$ cat config.mk
export PLATFORM = sky130hd
export DESIGN_NAME = ram_port_arbiter
export DESIGN_NICKNAME = d
export VERILOG_FILES = /design/src/rtl/arb_pkg.sv /design/src/rtl/arb_return_pipe.sv /design/src/rtl/ram_port_arbiter.sv
export SDC_FILE = /design/constraint.sdc
export NUM_CORES = 1
export LEC_CHECK = 0
export ABC_CLOCK_PERIOD_IN_PS = 2400
export CAP_MARGIN = 30
export CORE_AREA = 2 2 559 561
export CTS_CLUSTER_SIZE = 16
export DETAILED_ROUTE_END_ITERATION = 8
export DIE_AREA = 0 0 561 563
export PLACE_DENSITY = 0.3
export SETUP_SLACK_MARGIN = 0.02
export SLEW_MARGIN = 20
export SYNTH_ARGS = -nofsm -noshare
export SYNTH_HDL_FRONTEND = slang
export SYNTH_SLANG_ARGS = --single-unit
export TNS_END_PERCENT = 10
$ cat constraint.sdc
create_clock -name clk -period 2.4 [get_ports clk]
set_clock_uncertainty 0.1 [all_clocks]
set_input_delay 0.48 -clock clk [delete_from_list [all_inputs] [get_ports clk]]
set_output_delay 0.48 -clock clk [all_outputs]
set_load 0.01 [all_outputs]
$ cat src/rtl/arb_pkg.sv
// Shared definitions for the data-RAM port arbiter.
//   SLOT_CPU / SLOT_HOST : requester slot indices (vector load/store, host loader/DMA)
//   ARB_*_W              : default widths used by the arbiter and its return pipe
//   rd_tag_t             : one entry of the read-return pipe {valid, issuing slot}
package arb_pkg;

  localparam int SLOT_CPU   = 0;
  localparam int SLOT_HOST  = 1;

  localparam int ARB_ADDR_W = 14;
  localparam int ARB_DATA_W = 256;
  localparam int ARB_BE_W   = ARB_DATA_W / 8;

  typedef struct packed {
    logic valid;
    logic id;
  } rd_tag_t;

endpackage

$ cat src/rtl/arb_return_pipe.sv
// Read-return tracker: carries a {valid, id} tag alongside each RAM read for
// READ_LAT cycles and steers the RAM's read data to the slot that issued it.
// Ports:
//   clk, reset          : clock, synchronous active-high reset (flushes in-flight tags)
//   issueValid, issueId : a read was granted this cycle, and to which slot
//   ramRdata            : RAM read data, aligned with the last pipe stage
//   rvalid              : one-hot per-slot read-data-valid
//   rdata               : read data, zero whenever no rvalid bit is set
module arb_return_pipe
  import arb_pkg::*;
#(
  parameter int READ_LAT = 2,
  parameter int DATA_W   = ARB_DATA_W
) (
  input  logic              clk,
  input  logic              reset,
  input  logic              issueValid,
  input  logic              issueId,
  input  logic [DATA_W-1:0] ramRdata,
  output logic [1:0]        rvalid,
  output logic [DATA_W-1:0] rdata
);

  rd_tag_t [READ_LAT-1:0] tagPipe;
  rd_tag_t                outTag;

  always_ff @(posedge clk) begin
    if (reset) begin
      tagPipe <= '0;
    end else begin
      tagPipe[0] <= {issueValid, issueId};
      for (int k = 1; k < READ_LAT; k++) tagPipe[k] <= tagPipe[k-1];
    end
  end

  assign outTag = tagPipe[READ_LAT-1];

  // Gating with reset keeps a dropped read from surfacing even when the
  // return stage is also the capture stage (READ_LAT == 1).
  always_comb begin
    rvalid = '0;
    rdata  = '0;
    if (outTag.valid && !reset) begin
      rvalid[outTag.id] = 1'b1;
      rdata             = ramRdata;
    end
  end

endmodule

$ cat src/rtl/ram_port_arbiter.sv
// Two-slot arbiter for the single data-RAM port. Slot 0 is the vector
// load/store path, slot 1 the host loader/DMA. One access is granted per cycle,
// round-robin on ties, with an optional locked burst of up to MAX_BURST grants.
// The granted slot drives the RAM combinationally; reads are tracked through
// the RAM latency and returned to the issuing slot.
// Ports:
//   clk, reset                 : clock, synchronous active-high reset
//   req/req_we/req_lock        : per-slot request, write flag, burst-lock request
//   req_addr/req_be/req_wdata  : per-slot fields, slot i at [i*W +: W]
//   gnt                        : one-hot access accepted this cycle
//   rvalid, rdata              : one-hot read return, data broadcast to both slots
//   *_RAM                      : RAM macro port
//   gnt_cnt0/gnt_cnt1/wait_cnt : saturating statistics, present only with ARB_STATS_EN
// Build option: define ARB_STATS_EN to add the statistics counters and ports.
module ram_port_arbiter
  import arb_pkg::*;
#(
  parameter int ADDR_W    = ARB_ADDR_W,
  parameter int DATA_W    = ARB_DATA_W,
  parameter int BE_W      = DATA_W / 8,
  parameter int READ_LAT  = 2,
  parameter int MAX_BURST = 4
) (
  input  logic                clk,
  input  logic                reset,
  input  logic [1:0]          req,
  input  logic [1:0]          req_we,
  input  logic [1:0]          req_lock,
  input  logic [2*ADDR_W-1:0] req_addr,
  input  logic [2*BE_W-1:0]   req_be,
  input  logic [2*DATA_W-1:0] req_wdata,
  output logic [1:0]          gnt,
  output logic [1:0]          rvalid,
  output logic [DATA_W-1:0]   rdata,
  output logic [ADDR_W-1:0]   address_RAM,
  output logic [BE_W-1:0]     byteena_RAM,
  output logic [DATA_W-1:0]   writeData_RAM,
  output logic                rden_RAM,
  output logic                wren_RAM,
  input  logic [DATA_W-1:0]   readData_RAM
`ifdef ARB_STATS_EN
  ,
  output logic [31:0]         gnt_cnt0,
  output logic [31:0]         gnt_cnt1,
  output logic [31:0]         wait_cnt
`endif
);

  localparam int              CNT_W     = $clog2(MAX_BURST + 1);
  localparam logic [CNT_W-1:0] BURST_MAX = CNT_W'(MAX_BURST);

  logic [1:0][ADDR_W-1:0] slotAddr;
  logic [1:0][BE_W-1:0]   slotBe;
  logic [1:0][DATA_W-1:0] slotWdata;

  assign slotAddr  = req_addr;
  assign slotBe    = req_be;
  assign slotWdata = req_wdata;

  logic             lastGnt;
  logic             owner;
  logic             ownerValid;
  logic [CNT_W-1:0] burstCnt;

  logic [1:0]       liveReq;
  logic             grantValid;
  logic             gSel;

  // Arbitration. ownerValid already carries the owner's lock as sampled on its
  // previous grant, and is cleared by any idle cycle, so a lock only survives
  // back-to-back requests.
  always_comb begin
    liveReq    = reset ? 2'b00 : req;
    grantValid = |liveReq;
    gSel       = 1'(SLOT_CPU);
    case (liveReq)
      2'b01: gSel = 1'(SLOT_CPU);
      2'b10: gSel = 1'(SLOT_HOST);
      2'b11: begin
        if (ownerValid && (burstCnt < BURST_MAX)) gSel = owner;
        else                                      gSel = ~lastGnt;
      end
      default: gSel = 1'(SLOT_CPU);
    endcase
  end

  // Granted slot drives the RAM with no added latency; idle drives all zeros.
  always_comb begin
    gnt           = '0;
    address_RAM   = '0;
    byteena_RAM   = '0;
    writeData_RAM = '0;
    rden_RAM      = 1'b0;
    wren_RAM      = 1'b0;
    if (grantValid) begin
      gnt[gSel]     = 1'b1;
      address_RAM   = slotAddr[gSel];
      writeData_RAM = slotWdata[gSel];
      wren_RAM      = req_we[gSel];
      rden_RAM      = ~req_we[gSel];
      byteena_RAM   = req_we[gSel] ? slotBe[gSel] : '0;
    end
  end

  always_ff @(posedge clk) begin
    if (reset) begin
      lastGnt    <= 1'b1;
      owner      <= 1'b0;
      ownerValid <= 1'b0;
      burstCnt   <= '0;
    end else if (grantValid) begin
      lastGnt <= gSel;
      if (gSel == owner && ownerValid) begin
        if (burstCnt != BURST_MAX) burstCnt <= burstCnt + 1'b1;
      end else begin
        owner    <= gSel;
        burstCnt <= CNT_W'(1);
      end
      ownerValid <= req_lock[gSel];
    end else begin
      ownerValid <= 1'b0;
      burstCnt   <= '0;
    end
  end

  arb_return_pipe #(
    .READ_LAT (READ_LAT),
    .DATA_W   (DATA_W)
  ) uRetPipe (
    .clk        (clk),
    .reset      (reset),
    .issueValid (grantValid & ~req_we[gSel]),
    .issueId    (gSel),
    .ramRdata   (readData_RAM),
    .rvalid     (rvalid),
    .rdata      (rdata)
  );

`ifdef ARB_STATS_EN
  // wait_cnt counts cycles, not slots: one tick whenever any live request lost.
  logic waitCycle;
  assign waitCycle = |(liveReq & ~gnt);

  always_ff @(posedge clk) begin
    if (reset) begin
      gnt_cnt0 <= '0;
      gnt_cnt1 <= '0;
      wait_cnt <= '0;
    end else begin
      if (gnt[0] && gnt_cnt0 != '1) gnt_cnt0 <= gnt_cnt0 + 32'd1;
      if (gnt[1] && gnt_cnt1 != '1) gnt_cnt1 <= gnt_cnt1 + 32'd1;
      if (waitCycle && wait_cnt != '1) wait_cnt <= wait_cnt + 32'd1;
    end
  end
`endif

endmodule

==> impl_metrics.py <==
metrics = {
    "worst_hold_path": {
        "hp-class": "reg2reg",
        "hold_depth": 1,
    },
    "power_and_ir_drop": {
        "totalPowerFinal_w": 0.00660,
        "p_leak_nw": 12.6,
        "powerDensity_mw_per_mm2": 205,
        "irDropWorstVdd_mv": 0.140,
    },
    "worst_setup_path": {
        "path_cells": "nand4bb_4 -> o211ai_4 -> buf_12 -> inv_16 -> buf_16 -> buf_12 -> buf_12 -> buf_4 -> nand2_2 -> nand2_1 -> buf_6",
        "worst-path-stages": 11,
        "rr_worst_depth": 7,
        "cp_common_cell": "buf_12",
        "cp.arrival_ns": 2.13,
        "slowest_stage": "dfxtp_4",
        "critPathMaxFanout": 9,
        "path_buf_inv": 7,
        "worst-setup-path-type": "reg2out",
        "slowest_delay_ns": 0.35,
        "critPathRequiredTime_ns": 1.82,
        "worst_setup_path_start_kind": "flip-flop",
        "critPathCaptureType": "output pin",
        "crit_family": "buffers and inverters",
    },
    "sta": {
        "rsz0062_at_grt": "true",
        "setup_tns_ns": -70.68,
        "maxSlewHeadroom_pct": 68.4,
        "setup_viol": 461,
        "setup_ws_ns": -0.307,
        "fin_crit_ns": 2.71,
        "fin_crit_sh_pct": 113,
        "tightestPinTransition_ns": 0.473,
        "final_max_slew_viol_count": 0,
        "fmax_mhz": 369,
        "hold_viol": 0,
    },
    "floorplanning": {
        "initial_core_util_pct": 2.12,
        "die_w_um": 561,
        "fp-row-count": 205,
        "die_y_um": 563,
        "ios": 1432,
        "core-area_mm2": 0.310,
        "dieArea_mm2": 0.316,
    },
    "drt": {
        "ant_nets": 0,
        "drcViolationCount": 0,
        "wl_um": 250000,
        "drt_iter0_drc": 909,
        "vias": 17400,
        "vias_per_cell": 2.46,
        "drtPass1Iterations": 5,
        "wl_per_cell_um": 35.3,
    },
    "final_layout": {
        "layout-drive-gt1-share_pct": 30.9,
        "regArea_um2": 205,
        "syn2layout_area_growth_pct": 388,
        "fin_area_mm2": 0.0321,
        "multi_input_area_mm2": 0.00687,
        "nets": 3742,
        "final_common_cell": "clkdlybuf4s50_1",
        "fin_util_pct": 10.4,
        "final_cell_mix": "clkdlybuf4s50_1, nand2_1, buf_12",
        "fillers": 36100,
    },
    "global_route": {
        "grt_pass1_vias": 17400,
        "grt_pass1_wl_um": 287000,
        "grt.overflow.total": 0,
        "antenna_found_initial": 323,
        "grt_max_degree": 37,
        "grt_usage_pct": 15.1,
    },
    "synthesis": {
        "synthTopCellsByArea": "nand2_1, nand3_1, and2_1",
        "yosys_most_used_dff": "dfxtp_1",
        "synthArstFlopShare_pct": 0,
        "synth_edf_count": 0,
        "syn_avg_cell_area_um2": 4.83,
        "synth_top_area_share_pct": 32.9,
        "syn_inst": 1361,
        "synth.yosys.seq_area_share_pct": 3.04,
        "yosysWarnings": 0,
        "ys_types": 33,
        "syn-cell-area_mm2": 0.00658,
        "syn-num-nets": 2231,
        "yosys.area.top_type": "nand2_1",
        "synth_seq_cells": 10,
    },
    "clocking": {
        "insertion_delay_ns": 0.24,
        "cts_sinks": 10,
        "cts-root-buf": "clkbuf_16",
        "cts_tree": "done",
        "cts_made_buffers": 3,
        "clk_pin_slew_worst_paths_ns": 0.04,
        "cts_htree_levels": 1,
        "max-clock-path-buffers": 2,
        "hold_buffers": 0,
    },
    "run_status": {
        "status": "finished, violations left",
        "violations": "setup timing",
    },
    "place": {
        "gp_congestion": 0.913,
        "dp_slack_ns": -1.25,
        "place_hpwl_um": 229000,
        "placed_area_mm2": 0.0291,
        "portBuffers": 1431,
    },
    "run": {
        "cap_viol_max_count": 0,
    },
}
## final timing paths
check	start	endpoint	slack (ns)
worst max-delay path	burstCnt[2]	writeData_RAM[148]	-0.31
worst min-delay path	uRetPipe.tagPipe[1]	uRetPipe.outTag[1]	0.34
worst max register to register	burstCnt[2]	uRetPipe.tagPipe[0]	0.76
worst min register to register	uRetPipe.tagPipe[1]	uRetPipe.outTag[1]	0.34
## registers in the layout, summed over array words and instances (netlist names)
register,flops
uRetPipe.outTag,2
ownerValid,1
uRetPipe.tagPipe,2
burstCnt,3
owner,1
lastGnt,1
## repair_timing
action                     in CTS  in global routing
cloned                         25                  7
resized for setup             602                233
pin swaps                      60                 65
buffers inserted               70                  6
setup endpoints to repair     564                489
## power by group
group	total (W)	switching (W)	leakage (nW)	internal, W
sequential	0.000183	0.00000794	0.0835	0.000175
clock	0.000299	0.0000828	0.0374	0.000217
combinational	0.00612	0.00283	12.4	0.00329
total	0.00660	0.00292	12.6	0.00368
## kinds of logic after synthesis
logic type / count (synthesis) / synth area share (%)
mux: 2 / 0.304
buf+inv: 141 / 9.62
simple gates: 1187 / 84.4
compound gates: 18 / 2.09
fa+ha+maj: 2 / 0.380
xor+xnor: 1 / 0.133
flops: 10 / 3.04
## routing by layer
layer / GRT usage (%) / vias to the layer above / routed length [um]
met3: 9.91 / 463 / 36100
met5: 0 / - / 1050
met4: 3.13 / 160 / 8590
met1: 16.3 / 7888 / 93500
li1: - / 7472 / -
met2: 24.5 / 1426 / 111000
## area by class of cell
| type | instances | area share, % |
|---|---|---|
| repair inverters | 1 | 0.0623 |
| well taps | 4140 | 16.1 |
| diodes | 69 | 0.537 |
| clock buffers | 3 | 0.234 |
| inverters | 8 | 0.144 |
| repair buffers | 1638 | 60.9 |
| flip-flops and latches | 10 | 0.639 |
| multi-input cells | 1210 | 21.4 |
## synthesized netlist by cell type, types with 2 or more instances
cell      instances
and2_1          257
o31ai_1           2
nand2_1         577
buf_1             4
dfxtp_1          10
nand2b_1          2
nor2_1            6
buf_2            82
clkbuf_1         46
mux2i_1           2
o21ai_0           3
nand3_1         335
ha_1              2
a31oi_1           3
o32ai_1           2
nor2b_1           5
inv_1             7
## per-stage QoR
stage	hold WS, ns	std cells
global route	0.368	7038
detailed placement	0.329	6902
finish	0.342	7079
floorplan	0.314	1361
global placement	0.320	6902
CTS	0.345	7000
Power figures use the tool's default switching activity.
